File: src/rtl/coin_acceptor_pkg.sv
// coin_acceptor_pkg
//   Shared definitions for the coin front end and the downstream vending FSM:
//   acceptor state encodings (visible on the astate debug port) and the
//   coin-type constants held in the coin-type register.
package coin_acceptor_pkg;

    typedef enum logic [2:0] {
        ST_IDLE     = 3'd0,
        ST_DEBOUNCE = 3'd1,
        ST_ACCEPT   = 3'd2,
        ST_REJECT   = 3'd3,
        ST_WAIT_REL = 3'd4
    } astate_t;

    localparam logic COIN_1 = 1'b0;
    localparam logic COIN_5 = 1'b1;

endpackage

File: src/rtl/coin_acceptor_sync_2ff.sv
// sync_2ff
//   1-bit two-flop synchroniser with asynchronous active-low clear.
//   Ports:
//     clk    in  1  destination clock, rising edge
//     rst_n  in  1  asynchronous clear, active-low (both flops to 0)
//     d      in  1  asynchronous input
//     q      out 1  synchronised output, two clocks of latency
module sync_2ff (
    input  logic clk,
    input  logic rst_n,
    input  logic d,
    output logic q
);

    logic meta;

    always_ff @(posedge clk or negedge rst_n) begin
        if (!rst_n) begin
            meta <= 1'b0;
            q    <= 1'b0;
        end else begin
            meta <= d;
            q    <= meta;
        end
    end

endmodule

File: src/rtl/coin_acceptor.sv
// coin_acceptor
//   Front end for the vending FSM. Synchronises and debounces the raw 1-peso
//   and 5-peso slot sensors and emits exactly one single-cycle p1/p5 pulse per
//   accepted coin, or a reject pulse on simultaneous coins / when the FSM is
//   not accepting. Outputs are decoded from registers only.
//   Ports:
//     clk        in  1  system clock, rising edge
//     rst        in  1  asynchronous reset, active-low
//     coin1_raw  in  1  raw 1-peso sensor, async, high = coin present
//     coin5_raw  in  1  raw 5-peso sensor, async, high = coin present
//     accept_en  in  1  high = downstream FSM can take a coin
//     p1         out 1  one-cycle pulse, 1-peso coin accepted
//     p5         out 1  one-cycle pulse, 5-peso coin accepted
//     reject     out 1  one-cycle pulse, coin returned
//     astate     out 3  current state encoding (debug)
module coin_acceptor
    import coin_acceptor_pkg::*;
#(
    parameter int unsigned DB_CYCLES = 4,
    parameter int unsigned CNT_W     = 3
) (
    input  logic       clk,
    input  logic       rst,
    input  logic       coin1_raw,
    input  logic       coin5_raw,
    input  logic       accept_en,
    output logic       p1,
    output logic       p5,
    output logic       reject,
    output logic [2:0] astate
);

    localparam logic [CNT_W-1:0] CNT_LAST = CNT_W'(DB_CYCLES - 1);

    logic             s1, s5;
    astate_t          state, state_nx;
    logic [CNT_W-1:0] cnt, cnt_nx;
    logic             coin_type, coin_type_nx;
    logic             lat_line, oth_line;

    sync_2ff u_sync1 (.clk(clk), .rst_n(rst), .d(coin1_raw), .q(s1));
    sync_2ff u_sync5 (.clk(clk), .rst_n(rst), .d(coin5_raw), .q(s5));

    // Line of the latched coin type and the opposite line, used while debouncing.
    assign lat_line = (coin_type == COIN_5) ? s5 : s1;
    assign oth_line = (coin_type == COIN_5) ? s1 : s5;

    // State register
    always_ff @(posedge clk or negedge rst) begin
        if (!rst) begin
            state     <= ST_IDLE;
            cnt       <= '0;
            coin_type <= COIN_1;
        end else begin
            state     <= state_nx;
            cnt       <= cnt_nx;
            coin_type <= coin_type_nx;
        end
    end

    // Next-state logic
    always_comb begin
        state_nx     = state;
        cnt_nx       = cnt;
        coin_type_nx = coin_type;
        case (state)
            ST_IDLE: begin
                if (s1 && s5) begin
                    state_nx = ST_REJECT;
                end else if (s1 || s5) begin
                    state_nx     = ST_DEBOUNCE;
                    coin_type_nx = s5 ? COIN_5 : COIN_1;
                    cnt_nx       = '0;
                end
            end
            ST_DEBOUNCE: begin
                if (!lat_line) begin
                    state_nx = ST_IDLE;
                end else if (oth_line) begin
                    state_nx = ST_REJECT;
                end else if (cnt == CNT_LAST) begin
                    // accept_en only matters on this decision edge
                    state_nx = accept_en ? ST_ACCEPT : ST_REJECT;
                end else begin
                    cnt_nx = cnt + 1'b1;
                end
            end
            ST_ACCEPT, ST_REJECT: begin
                state_nx = ST_WAIT_REL;
                cnt_nx   = '0;
            end
            ST_WAIT_REL: begin
                if (s1 || s5) begin
                    cnt_nx = '0;
                end else if (cnt == CNT_LAST) begin
                    state_nx = ST_IDLE;
                end else begin
                    cnt_nx = cnt + 1'b1;
                end
            end
            default: begin
                state_nx = ST_IDLE;
                cnt_nx   = '0;
            end
        endcase
    end

    // Output decode (registers only)
    always_comb begin
        p1     = 1'b0;
        p5     = 1'b0;
        reject = 1'b0;
        astate = state;
        case (state)
            ST_ACCEPT: begin
                p1 = (coin_type == COIN_1);
                p5 = (coin_type == COIN_5);
            end
            ST_REJECT: reject = 1'b1;
            default: ;
        endcase
    end

endmodule

File: config.mk
export PLATFORM = sky130hd
export DESIGN_NAME = coin_acceptor
export DESIGN_NICKNAME = d
export VERILOG_FILES = /design/src/rtl/coin_acceptor_pkg.sv /design/src/rtl/coin_acceptor_sync_2ff.sv /design/src/rtl/coin_acceptor.sv
export SDC_FILE = /design/constraint.sdc
export NUM_CORES = 1
export LEC_CHECK = 0
export CAP_MARGIN = 30
export CORE_AREA = 2 2 40 42
export DETAILED_ROUTE_END_ITERATION = 8
export DIE_AREA = 0 0 42 44
export PLACE_DENSITY = 0.69
export SLEW_MARGIN = 20
export SYNTH_ARGS = -nofsm -noshare
export SYNTH_HDL_FRONTEND = slang
export SYNTH_SLANG_ARGS = --single-unit
File: constraint.sdc
create_clock -name clk -period 1.5 [get_ports clk]
set_input_delay 0.15 -clock clk [delete_from_list [all_inputs] [get_ports clk]]
set_output_delay 0.15 -clock clk [all_outputs]
set_load 0.03 [all_outputs]
---- Yosys cells after proc, flatten, opt, wreduce, memory -nomap -nowiden ----
Cells that the tools add are included.
word-level totals
  bits in registers ....................... 11
  input port bits ......................... 5
  output and inout port bits .............. 6
  word-level logic and storage cells ...... 52
operators by class
  reduce and logical (&&, ||, !) cells .... 7
  $add $sub $neg .......................... 1
  multiplexer cells ....................... 22
  bitwise operators ....................... 2
  eq/ne operators ......................... 13
operators by type and width
  kind                                                             count
  3-bit 2-to-1 mux                                                 13
  2-bit != test, second input constant                             6
  3-bit case mux with 4 select lines                               1
  3-bit by 2-bit == test with 1-bit output, second input constant  3
  3-bit case mux with 3 select lines                               1
  4-bit AND reduction                                              2
  1-bit 2-to-1 mux                                                 7
  4-bit != test, second input constant                             1
  3-bit by 1-bit adder with 3-bit output, second input constant    1
  3-bit by 1-bit == test with 1-bit output, second input constant  1
  3-bit == test, second input constant                             1
  3-bit logical NOT                                                1
  3-bit != test, second input constant                             1
  3-bit AND reduction                                              1
  1-bit inverter                                                   2
  2-bit OR reduction                                               1
  1-bit logical AND                                                1
  1-bit logical OR                                                 1

---- Logic depth before layout (Yosys ltp) ----
Gate-level depths: netlist (run 1).
  word-level depth ........................ 5
  mapped depth ............................ 5
  gate-level depth less buffers ........... 5

---- Cells and area by module ----
From an unflattened synthesis (run 1), not the netlist that was laid out.
second synthesis, totals
  cell total of the unflattened synthesis .. 57
  area, all modules ....................... 615.6 um^2
by module, submodules not included
  module         instances  sequential area each (um^2)  area each (um^2)  cells an instance
  coin_acceptor  1          175.2                        515.5             53
  sync_2ff       2          50.0                         50.0              2

---- Least setup slack after synthesis (run 1) ----
OpenSTA, ideal clock, no wires.
  path kind ............................... reg2out
  start point ............................. register state[2] (netlist: astate[2])
  end point ............................... output p5
  buffers on the path ..................... 0
  required time ........................... 1.350 ns
  data arrival time ....................... 1.546 ns
  cell stages (with the launch flop) ...... 3
  slack ................................... -0.196 ns
  cells stage by stage .................... dfrtp_1 nand2b_1 nor3b_1
on the way
  longest elaborated chain between the ends .. 2
ends and longest elaborated chain
  element                                   RTL line              RTL
  from (decl)                               coin_acceptor.sv:36   astate_t state, state_nx;
  from (signal assigned)                    coin_acceptor.sv:55   state <= state_nx;
  3-bit by 2-bit == test with 1-bit output  coin_acceptor.sv:114  case (state)
  1-bit 2-to-1 mux                          coin_acceptor.sv:114
  to (decl)                                 coin_acceptor.sv:28   output logic p5,
No other way between the ends.

---- Worst setup path in the final report (run 1) ----
  start point ............................. register u_sync1.q
  end point ............................... register cnt[0]
on the way
  longest elaborated chain between the ends .. 3
  elaborated cells on any way between the ends .. 11
  classes of those cells .................. 4 x eq/ne; 4 x mux; 3 x reduce/logical
ends and longest elaborated chain
  element                                                                              RTL line                      RTL
  from (decl)                                                                          coin_acceptor_sync_2ff.sv:12  output logic q
  from (signal assigned)                                                               coin_acceptor_sync_2ff.sv:23  q <= meta;
  1-bit 2-to-1 mux, or another cell as far along                                       coin_acceptor.sv:46           assign oth_line = (coin_type == COIN_5) ? s1 : s5;
  2-bit != test (no line) or 3-bit 2-to-1 mux (tied branches)                          --
  4-bit AND reduction (no line) or 3-bit case mux with 3 select lines (tied branches)  --
  to (signal assigned)                                                                 coin_acceptor.sv:56           cnt <= cnt_nx;
  to (decl)                                                                            coin_acceptor.sv:37           logic [CNT_W-1:0] cnt, cnt_nx;
Several ways; a longest one is shown, not always the timed one.
A chain may end at the register's enable or synchronous reset.

==> impl_metrics.json, run 1 <==
{
  "worstPathCellList": "inv_2, buf_6, o41a_1, and2_4, o32ai_2",
  "yosysWarningCount": 0,
  "cts.path.max_buffers": 2,
  "first_pass_iters": 3,
  "p_per_area_nw_per_um2": 1840,
  "synth_cell_types": 27,
  "synthSimpleGateAreaFrac": 0.168,
  "dr.first_iter.drc_count": 3,
  "die_height_um": 44,
  "final_max_slew_viol_count": 0,
  "finalInstanceArea_um2": 843,
  "finalCriticalPeriod_ns": 1.48,
  "placed_cell_area_um2": 757,
  "total_nets_final": 90,
  "synthesis.area_per_instance_um2": 9.97,
  "layout-area-overhead-vs-synth_pct": 43.4,
  "worst_ep_arrival_time_ns": 1.68,
  "worstRegToRegCells": 5,
  "drcViolationCount": 0,
  "initial_utilization": 0.414,
  "synth_compound_gate_area_share": 0.172,
  "skew_ns": 0.00222,
  "r2r_start": "u_sync1.q$_DFF_PN0_",
  "worst_setup_path_end_kind": "flop",
  "synth_sequential_area_ratio": 0.468,
  "total_power_mw": 1.55,
  "cap_viol_max_count": 0,
  "syn-cell-area_um2": 588,
  "crit_path_max_incr_delay_ns": 0.42,
  "grt_util_all_layers": 0.172,
  "post_route_cells_drive_above_1_share": 0.375,
  "fp.dieW_um": 42,
  "critPathRequiredTime_ns": 1.70,
  "synth.ff_latch_count": 11,
  "synth_fa_ha_area_frac": 0.0851,
  "fmaxAchievable_mhz": 675,
  "hold_ws_ns": 0.194,
  "final-hold-violation-count": 0,
  "worst_skew_pair.late_latency_ns": 0.28,
  "critPathLaunchType": "flop",
  "grt_setup_unrepaired": "yes",
  "cts_tree": "built",
  "post_synth_xor_area_fraction": 0,
  "vias": 508,
  "hold_path.class": "in2async",
  "viasPerCell": 5.29,
  "critical-path-slowest-cell": "dfrtp_1",
  "timing.reg2reg.setup_slack_ns": 0.02,
  "status": "finished clean",
  "portBuffers": 10,
  "totalWireLength_um": 1330,
  "clock_sink_count": 11,
  "top_level_ports": 11,
  "floorplan.die_area_um2": 1850,
  "grt_pass1_wl_um": 2180,
  "timing.rr.end": "cnt[0]$_DFFE_PN0P_",
  "rows": 14,
  "first_global_vias": 511,
  "final_weighted_congestion_of_routability_driven_global_placement": 0.766,
  "setup_viol_count_final": 0,
  "cellLeakagePower_nw": 0.402,
  "period_share": 0.987,
  "drt.antenna.violating_nets": 0,
  "grt_remaining_overflow": 0,
  "htree_num_levels": 1,
  "ir_drop_v": 0.00103,
  "crit_fanout": 5,
  "grt_start_max_net_pins": 12,
  "dp_hpwl_um": 922,
  "postSynthCellCount": 59,
  "route.detailed.wl_per_inst_um": 13.8,
  "n_antenna_cell": 0,
  "cts_inserted_buffers": 3,
  "timing.setup.critical_path_class": "reg2reg",
  "portion_of_netlist_area_occupied_by_mux_cells": 0.0340,
  "mappedNetlistNets": 68,
  "coreArea_um2": 1420,
  "clk_transition_reported_paths_ns": 0.08,
  "timing_worst_slew_pin_value_ns": 0.499,
  "cts-root-buf": "clkbuf_4",
  "synth_top_family_by_area": "compound AO/OA/AOI/OAI gates",
  "timing.slew.headroom": 0.666,
  "crit_path_start": "u_sync1.q$_DFF_PN0_",
  "antenna_found_initial": 0
}
## through the flow
step                      TNS [ns]   util  cells  worst slack [ns]
after floorplan                  0      -     59            0.0110
after global placement           0  0.534     90            0.0248
after detailed placement   -0.0530  0.534     90           -0.0273
after CTS                        0  0.563     94           0.00746
after global routing        -0.181  0.594     96           -0.0751
final                            0  0.594     96            0.0188
## power breakdown
group          internal, mW  switching (mW)  total [mW]
Clock                0.0993           0.119       0.219
Combinational         0.408           0.438       0.846
Sequential            0.378           0.108       0.486
Total                 0.885           0.665        1.55
## layer usage
metal	part of all wire	track usage	up-vias
li1	-	-	248
met1	0.44	0.173	247
met2	0.49	0.297	9
met3	0.026	0.0375	4
met4	0.040	0.155	0
met5	0	0	-
## cell type report
| type | instances | area (µm²) |
|---|---|---|
| Sequential cell | 11 | 279 |
| Inverter | 7 | 26.3 |
| Multi-Input combinational cell | 39 | 318 |
| Clock inverter | 1 | 5.00 |
| Timing Repair Buffer | 19 | 173 |
| Clock buffer | 3 | 22.5 |
| Fill cell | 126 | 576 |
| Tap cell | 16 | 20.0 |
## logic make-up (layout without fill, tap and decap cells)
group	after synthesis	after routing
AND/OR/NAND/NOR	20	20
multiplexers	2	2
buffers and inverters	9	30
adder cells (fa/ha/maj)	4	4
AO/OA/AOI/OAI	13	13
flip-flops	11	11
## sequential cells by signal (all words and copies together) (netlist names)
signal and count:
u_sync5.meta 1, coin_type 1, u_sync1.q 1, u_sync1.meta 1
astate 3, u_sync5.q 1, cnt 3
## cells in the final DEF (no fill, tap or decap), drive strengths merged, types with 3 or more instances in the layout
cell type	n
buf	12
clkbuf	3
clkdlybuf4s50	4
dfrtp	11
dlygate4sd2	3
ha	4
inv	7
nand2	7
nor2	5
## critical path, delay by kind of cell (launching register included)
family	cells	cell delay, ns
DFF	1	0.42
buffers and inverters	2	0.19
and+or+nand+nor	1	0.19
AOI/OAI and AO/OA	2	0.60
## what timing repair did
item                       CTS  global route
hold buffers                 0             0
gates resized for setup      7             4
setup buffers                0             2
hold endpoints to repair     0             0
pin swaps                    2             5
setup endpoints to repair    6             5
gates cloned                 0             0
## how the worst max path moves through the flow
stage                     depth (start not counted)  slack (ns)            endpoint
after floorplan                                   5        0.01  cnt[1]$_DFFE_PN0P_
after global placement                            5        0.02  cnt[1]$_DFFE_PN0P_
after detailed placement                          5       -0.03  cnt[1]$_DFFE_PN0P_
after CTS                                         4       0.007  cnt[1]$_DFFE_PN0P_
after global routing                              5       -0.08  cnt[0]$_DFFE_PN0P_
final                                             5        0.02  cnt[0]$_DFFE_PN0P_
## Yosys cell counts
cell type / count / share of area
o21ai_0: 1 / 0.0085
nor4_1: 1 / 0.011
nand2b_1: 2 / 0.021
dfrtp_1: 11 / 0.47
nor3b_1: 1 / 0.013
nand2_1: 7 / 0.045
o21a_1: 1 / 0.013
a2bb2oi_1: 1 / 0.015
a22oi_1: 1 / 0.013
buf_2: 1 / 0.0085
and2_4: 1 / 0.015
buf_6: 1 / 0.019
o32ai_1: 2 / 0.030
inv_2: 1 / 0.0064
a32oi_1: 1 / 0.015
mux2i_1: 2 / 0.034
o211ai_1: 1 / 0.013
o31a_1: 1 / 0.015
inv_1: 6 / 0.038
o41a_1: 1 / 0.019
a21o_1: 1 / 0.013
nand4b_1: 1 / 0.015
nor2_1: 5 / 0.032
nor3_1: 2 / 0.017
ha_1: 4 / 0.085
a21oi_1: 1 / 0.0085
o22ai_1: 1 / 0.011
Power figures use the tool's default switching activity.
==> run 2, diff against run 1 <==
- CAP_MARGIN: 30 -> not set
- PLACE_DENSITY: 0.69 -> 0.68
- REMOVE_ABC_BUFFERS: not set -> 1
==> impl_metrics.json, run 2 (synthesis results as in run 1) <==
{
  "post_route_cells_drive_above_1_share": 0.308,
  "timing.setup.critical_path_class": "reg2reg",
  "worst_ep_arrival_time_ns": 1.67,
  "hold_path.class": "in2async",
  "coreArea_um2": 1420,
  "finalCriticalPeriod_ns": 1.49,
  "first_pass_iters": 3,
  "timing.slew.headroom": 0.653,
  "cts-root-buf": "clkbuf_4",
  "critPathRequiredTime_ns": 1.68,
  "drcViolationCount": 0,
  "n_antenna_cell": 0,
  "final-hold-violation-count": 0,
  "worstRegToRegCells": 5,
  "drt.antenna.violating_nets": 0,
  "ir_drop_v": 0.000854,
  "critPathLaunchType": "flop",
  "crit_fanout": 5,
  "clk_transition_reported_paths_ns": 0.07,
  "p_per_area_nw_per_um2": 1820,
  "rows": 14,
  "cts.path.max_buffers": 2,
  "htree_num_levels": 1,
  "status": "finished clean",
  "crit_path_max_incr_delay_ns": 0.43,
  "dp_hpwl_um": 911,
  "final_core_utilization": 0.572,
  "totalWireLength_um": 1200,
  "grt_start_max_net_pins": 12,
  "clock_sink_count": 11,
  "worst_skew_pair.late_latency_ns": 0.27,
  "timing.reg2reg.setup_slack_ns": 0.01,
  "top_level_ports": 11,
  "floorplan.die_area_um2": 1850,
  "final_weighted_congestion_of_routability_driven_global_placement": 0.797,
  "fp.dieW_um": 42,
  "layout-area-overhead-vs-synth_pct": 38.1,
  "grt_setup_unrepaired": "yes",
  "antenna_found_initial": 0,
  "finalInstanceArea_um2": 812,
  "period_share": 0.991,
  "portBuffers": 10,
  "placed_cell_area_um2": 729,
  "total_nets_final": 88,
  "cap_viol_max_count": 0,
  "cts_tree": "built",
  "final_max_slew_viol_count": 0,
  "grt_util_all_layers": 0.150,
  "timing.rr.end": "cnt[1]$_DFFE_PN0P_",
  "layout_commonest_cell": "dfrtp_1",
  "r2r_start": "u_sync1.q$_DFF_PN0_",
  "worstPathCellList": "inv_2, buf_6, o41a_1, and2_4, o32ai_2",
  "grt_pass1_wl_um": 1970,
  "layout.cells.most_common_list": "dfrtp_1 (10), buf_4 (9), nand2_1 (7)",
  "route.detailed.wl_per_inst_um": 12.8,
  "die_height_um": 44,
  "initial_utilization": 0.414,
  "setup_viol_count_final": 0,
  "cellLeakagePower_nw": 0.390,
  "fmaxAchievable_mhz": 673,
  "dr.first_iter.drc_count": 6,
  "first_global_vias": 484,
  "viasPerCell": 5.23,
  "vias": 492,
  "timing_worst_slew_pin_value_ns": 0.518,
  "skew_ns": 0.0101,
  "grt_remaining_overflow": 0,
  "worst_setup_path_end_kind": "flop",
  "cts_inserted_buffers": 3,
  "critical-path-slowest-cell": "o41a_1"
}
[run 2: worst max-delay path by stage]
stage	startpoint	to	slack (ns)
after floorplan	astate[2]$_DFFE_PN0P_	p5	-0.20
after global placement	u_sync1.q$_DFF_PN0_	cnt[0]$_DFFE_PN0P_	0.03
after detailed placement	u_sync1.q$_DFF_PN0_	cnt[1]$_DFFE_PN0P_	-0.01
after CTS	astate[2]$_DFFE_PN0P_	p5	0.002
after global routing	u_sync1.q$_DFF_PN0_	cnt[0]$_DFFE_PN0P_	-0.06
final	u_sync1.q$_DFF_PN0_	cnt[1]$_DFFE_PN0P_	0.01
[run 2: stage by stage]
| stage | power [mW] | setup WS (ns) | TNS, ns | hold slack, ns | std cells |
|---|---|---|---|---|---|
| finish | 1.48 | 0.0131 | 0 | 0.214 | 94 |
| CTS | 1.43 | 0.00217 | 0 | 0.226 | 93 |
| floorplan | 0.904 | -0.196 | -0.498 | -0.146 | 57 |
| detailed placement | 1.17 | -0.00984 | -0.0191 | 0.340 | 89 |
| global route | 1.58 | -0.0592 | -0.159 | 0.269 | 94 |
| global placement | 1.15 | 0.0274 | 0 | 0.341 | 89 |
[run 2: critical path, delay by kind of cell, from the launching register on]
family | cells | cell delay (ns)
flip-flops | 1 | 0.42
AND/OR/NAND/NOR | 1 | 0.19
buffers and inverters | 2 | 0.17
AO/OA/AOI/OAI | 2 | 0.63
[run 2: per-layer routing]
metal / track usage / wire length [µm] / vias up
li1: - / - / 242
met1: 0.144 / 519 / 238
met2: 0.284 / 613 / 12
met3: 0.0625 / 66 / 0
met4: 0.0581 / 0 / 0
met5: 0 / 0 / -
[run 2: area by class of cell]
class                           instances  area [µm²]
Inverter                                7        26.3
Tap cell                               16        20.0
Multi-Input combinational cell         39         318
Sequential cell                        11         277
Timing Repair Buffer                   17         145
Fill cell                             123         607
Clock buffer                            4        26.3
[run 2: what timing repair did]
action                     CTS  global route
hold buffers                 0             0
setup endpoints to repair    6             5
buffers inserted             0             1
gates resized for setup      7             6
pin swaps                    1             5
[run 2: power breakdown]
part | internal, mW | switching (mW)
logic | 0.369 | 0.426
clock network | 0.103 | 0.0997
registers | 0.373 | 0.108
==> run 3, diff against run 2 <==
- CORE_AREA: 2 2 40 42 -> 2 2 41 43
- DIE_AREA: 0 0 42 44 -> 0 0 43 45
- PLACE_DENSITY: 0.68 -> 0.65
==> impl_metrics.json, run 3 (synthesis results as in run 1) <==
{
  "total_power_mw": 1.55,
  "fmaxAchievable_mhz": 679,
  "period_share": 0.982,
  "clock_sink_count": 11,
  "p_per_area_nw_per_um2": 1780,
  "crit_path_max_incr_delay_ns": 0.43,
  "cts-root-buf": "clkbuf_4",
  "cts.path.max_buffers": 2,
  "critPathLaunchType": "flop",
  "htree_num_levels": 1,
  "worst_skew_pair.late_latency_ns": 0.27,
  "final_weighted_congestion_of_routability_driven_global_placement": 0.865,
  "antenna_found_initial": 0,
  "vias": 516,
  "grt_setup_unrepaired": "yes",
  "fp.dieW_um": 43,
  "setup-tns-final_ns": 0,
  "cts_tree": "built",
  "dp_hpwl_um": 818,
  "worstPathCellList": "inv_2, buf_6, o41a_1, and2_4, o32ai_2",
  "timing.setup.critical_path_class": "reg2reg",
  "layout.cells.most_common_list": "buf_4 (13), dfrtp_1 (10), nand2_1 (7)",
  "drt.antenna.violating_nets": 0,
  "critPathRequiredTime_ns": 1.68,
  "cts_inserted_buffers": 3,
  "final-hold-violation-count": 0,
  "die_height_um": 45,
  "finalCriticalPeriod_ns": 1.47,
  "floorplan.die_area_um2": 1940,
  "critPathTopFamily": "compound AO/OA/AOI/OAI gates",
  "skew_ns": 0.00189,
  "top_level_ports": 11,
  "timing_worst_slew_pin_value_ns": 0.486,
  "critical-path-slowest-cell": "o41a_1",
  "final-seq-area_um2": 277,
  "final_max_slew_viol_count": 0,
  "clk_transition_reported_paths_ns": 0.07,
  "grt_remaining_overflow": 0,
  "drcViolationCount": 0,
  "ir_drop_v": 0.000993,
  "setup_viol_count_final": 0,
  "grt_util_all_layers": 0.143,
  "route.detailed.wl_per_inst_um": 12.5,
  "initial_utilization": 0.400,
  "hold_ws_ns": 0.208,
  "final-instance-count-excl-fill": 98,
  "cap_viol_max_count": 0,
  "hold_path.class": "in2async",
  "n_antenna_cell": 0,
  "dr.first_iter.drc_count": 5,
  "crit_path_start": "u_sync1.q$_DFF_PN0_",
  "crit_fanout": 3,
  "status": "finished clean",
  "portBuffers": 10,
  "timing.critical_path.buf_inv": 2,
  "viasPerCell": 5.27,
  "r2r_start": "u_sync1.q$_DFF_PN0_",
  "post_route_cells_drive_above_1_share": 0.390,
  "grt_start_max_net_pins": 12,
  "total_nets_final": 92,
  "dp.cells": 89,
  "grt_pass1_wl_um": 2000,
  "filler_cell_count": 128,
  "worst_setup_path_end_kind": "flop",
  "first_global_vias": 473,
  "first_pass_iters": 3,
  "coreArea_um2": 1470,
  "totalWireLength_um": 1220,
  "cellLeakagePower_nw": 0.420,
  "timing.slew.headroom": 0.675,
  "worst_ep_arrival_time_ns": 1.65,
  "rows": 14,
  "layout-area-overhead-vs-synth_pct": 47.7,
  "layout_commonest_cell": "buf_4",
  "multi_input_area_um2": 339
}
-- run 3: cell types whose count changed in the layout (fill, tap and decap cells not counted), sizes merged --
| cell | before | now |
|---|---|---|
| clkbuf | 4 | 3 |
| buf | 10 | 14 |
| dlygate4sd2 | 3 | 2 |
| dlymetal6s2s | 0 | 1 |
| clkinv | 0 | 1 |
-- run 3: final timing paths --
kind                                          end  slack [ns]  cells past startpoint
setup / recovery               cnt[0]$_DFFE_PN0P_        0.03                      5
hold / removal              coin_type$_DFFE_PN0P_        0.21                      1
setup reg to reg               cnt[0]$_DFFE_PN0P_        0.03                      5
hold reg to reg               u_sync5.q$_DFF_PN0_        0.36                      0
max in group asynchronous   astate[2]$_DFFE_PN0P_        0.93                      1
min in group clk           u_sync5.meta$_DFF_PN0_        0.31                      1
-- run 3: cell type report --
type / count / area share
inverters: 7 / 0.0303
flip-flops and latches: 11 / 0.318
well taps: 16 / 0.0231
multi-input cells: 39 / 0.390
repair buffers: 21 / 0.206
clock inverters: 1 / 0.00576
clock buffers: 3 / 0.0259
-- run 3: layer usage --
| metal | vias to the layer above | GRT usage | share of wire |
|---|---|---|---|
| met3 | 2 | 0.0360 | 0.042 |
| met2 | 11 | 0.224 | 0.52 |
| met4 | 0 | 0.0727 | 0.012 |
| met5 | - | 0 | 0 |
| li1 | 255 | - | - |
| met1 | 248 | 0.185 | 0.43 |
-- run 3: stage by stage --
stage / setup slack (ns) / area, µm² / utilization
2_1_floorplan: -0.196 / 572 / -
3_3_place_gp: 0.0228 / 729 / 0.496
3_5_place_dp: -0.0193 / 729 / 0.496
4_1_cts: 0.00135 / 766 / 0.520
5_1_grt: -0.0570 / 868 / 0.590
6_report: 0.0270 / 868 / 0.590
-- run 3: timing repair --
item | CTS | global route
setup endpoints to repair | 5 | 8
endpoints found under the hold margin | 0 | 0
hold buffers | 0 | 0
resized for setup | 4 | 14
pin swaps | 0 | 5
setup buffers | 1 | 4
-- run 3: where the power goes --
group | internal [mW] | leakage [nW] | switching, mW
logic | 0.409 | 0.266 | 0.467
registers | 0.373 | 0.137 | 0.0997
clock network | 0.0986 | 0.0177 | 0.101
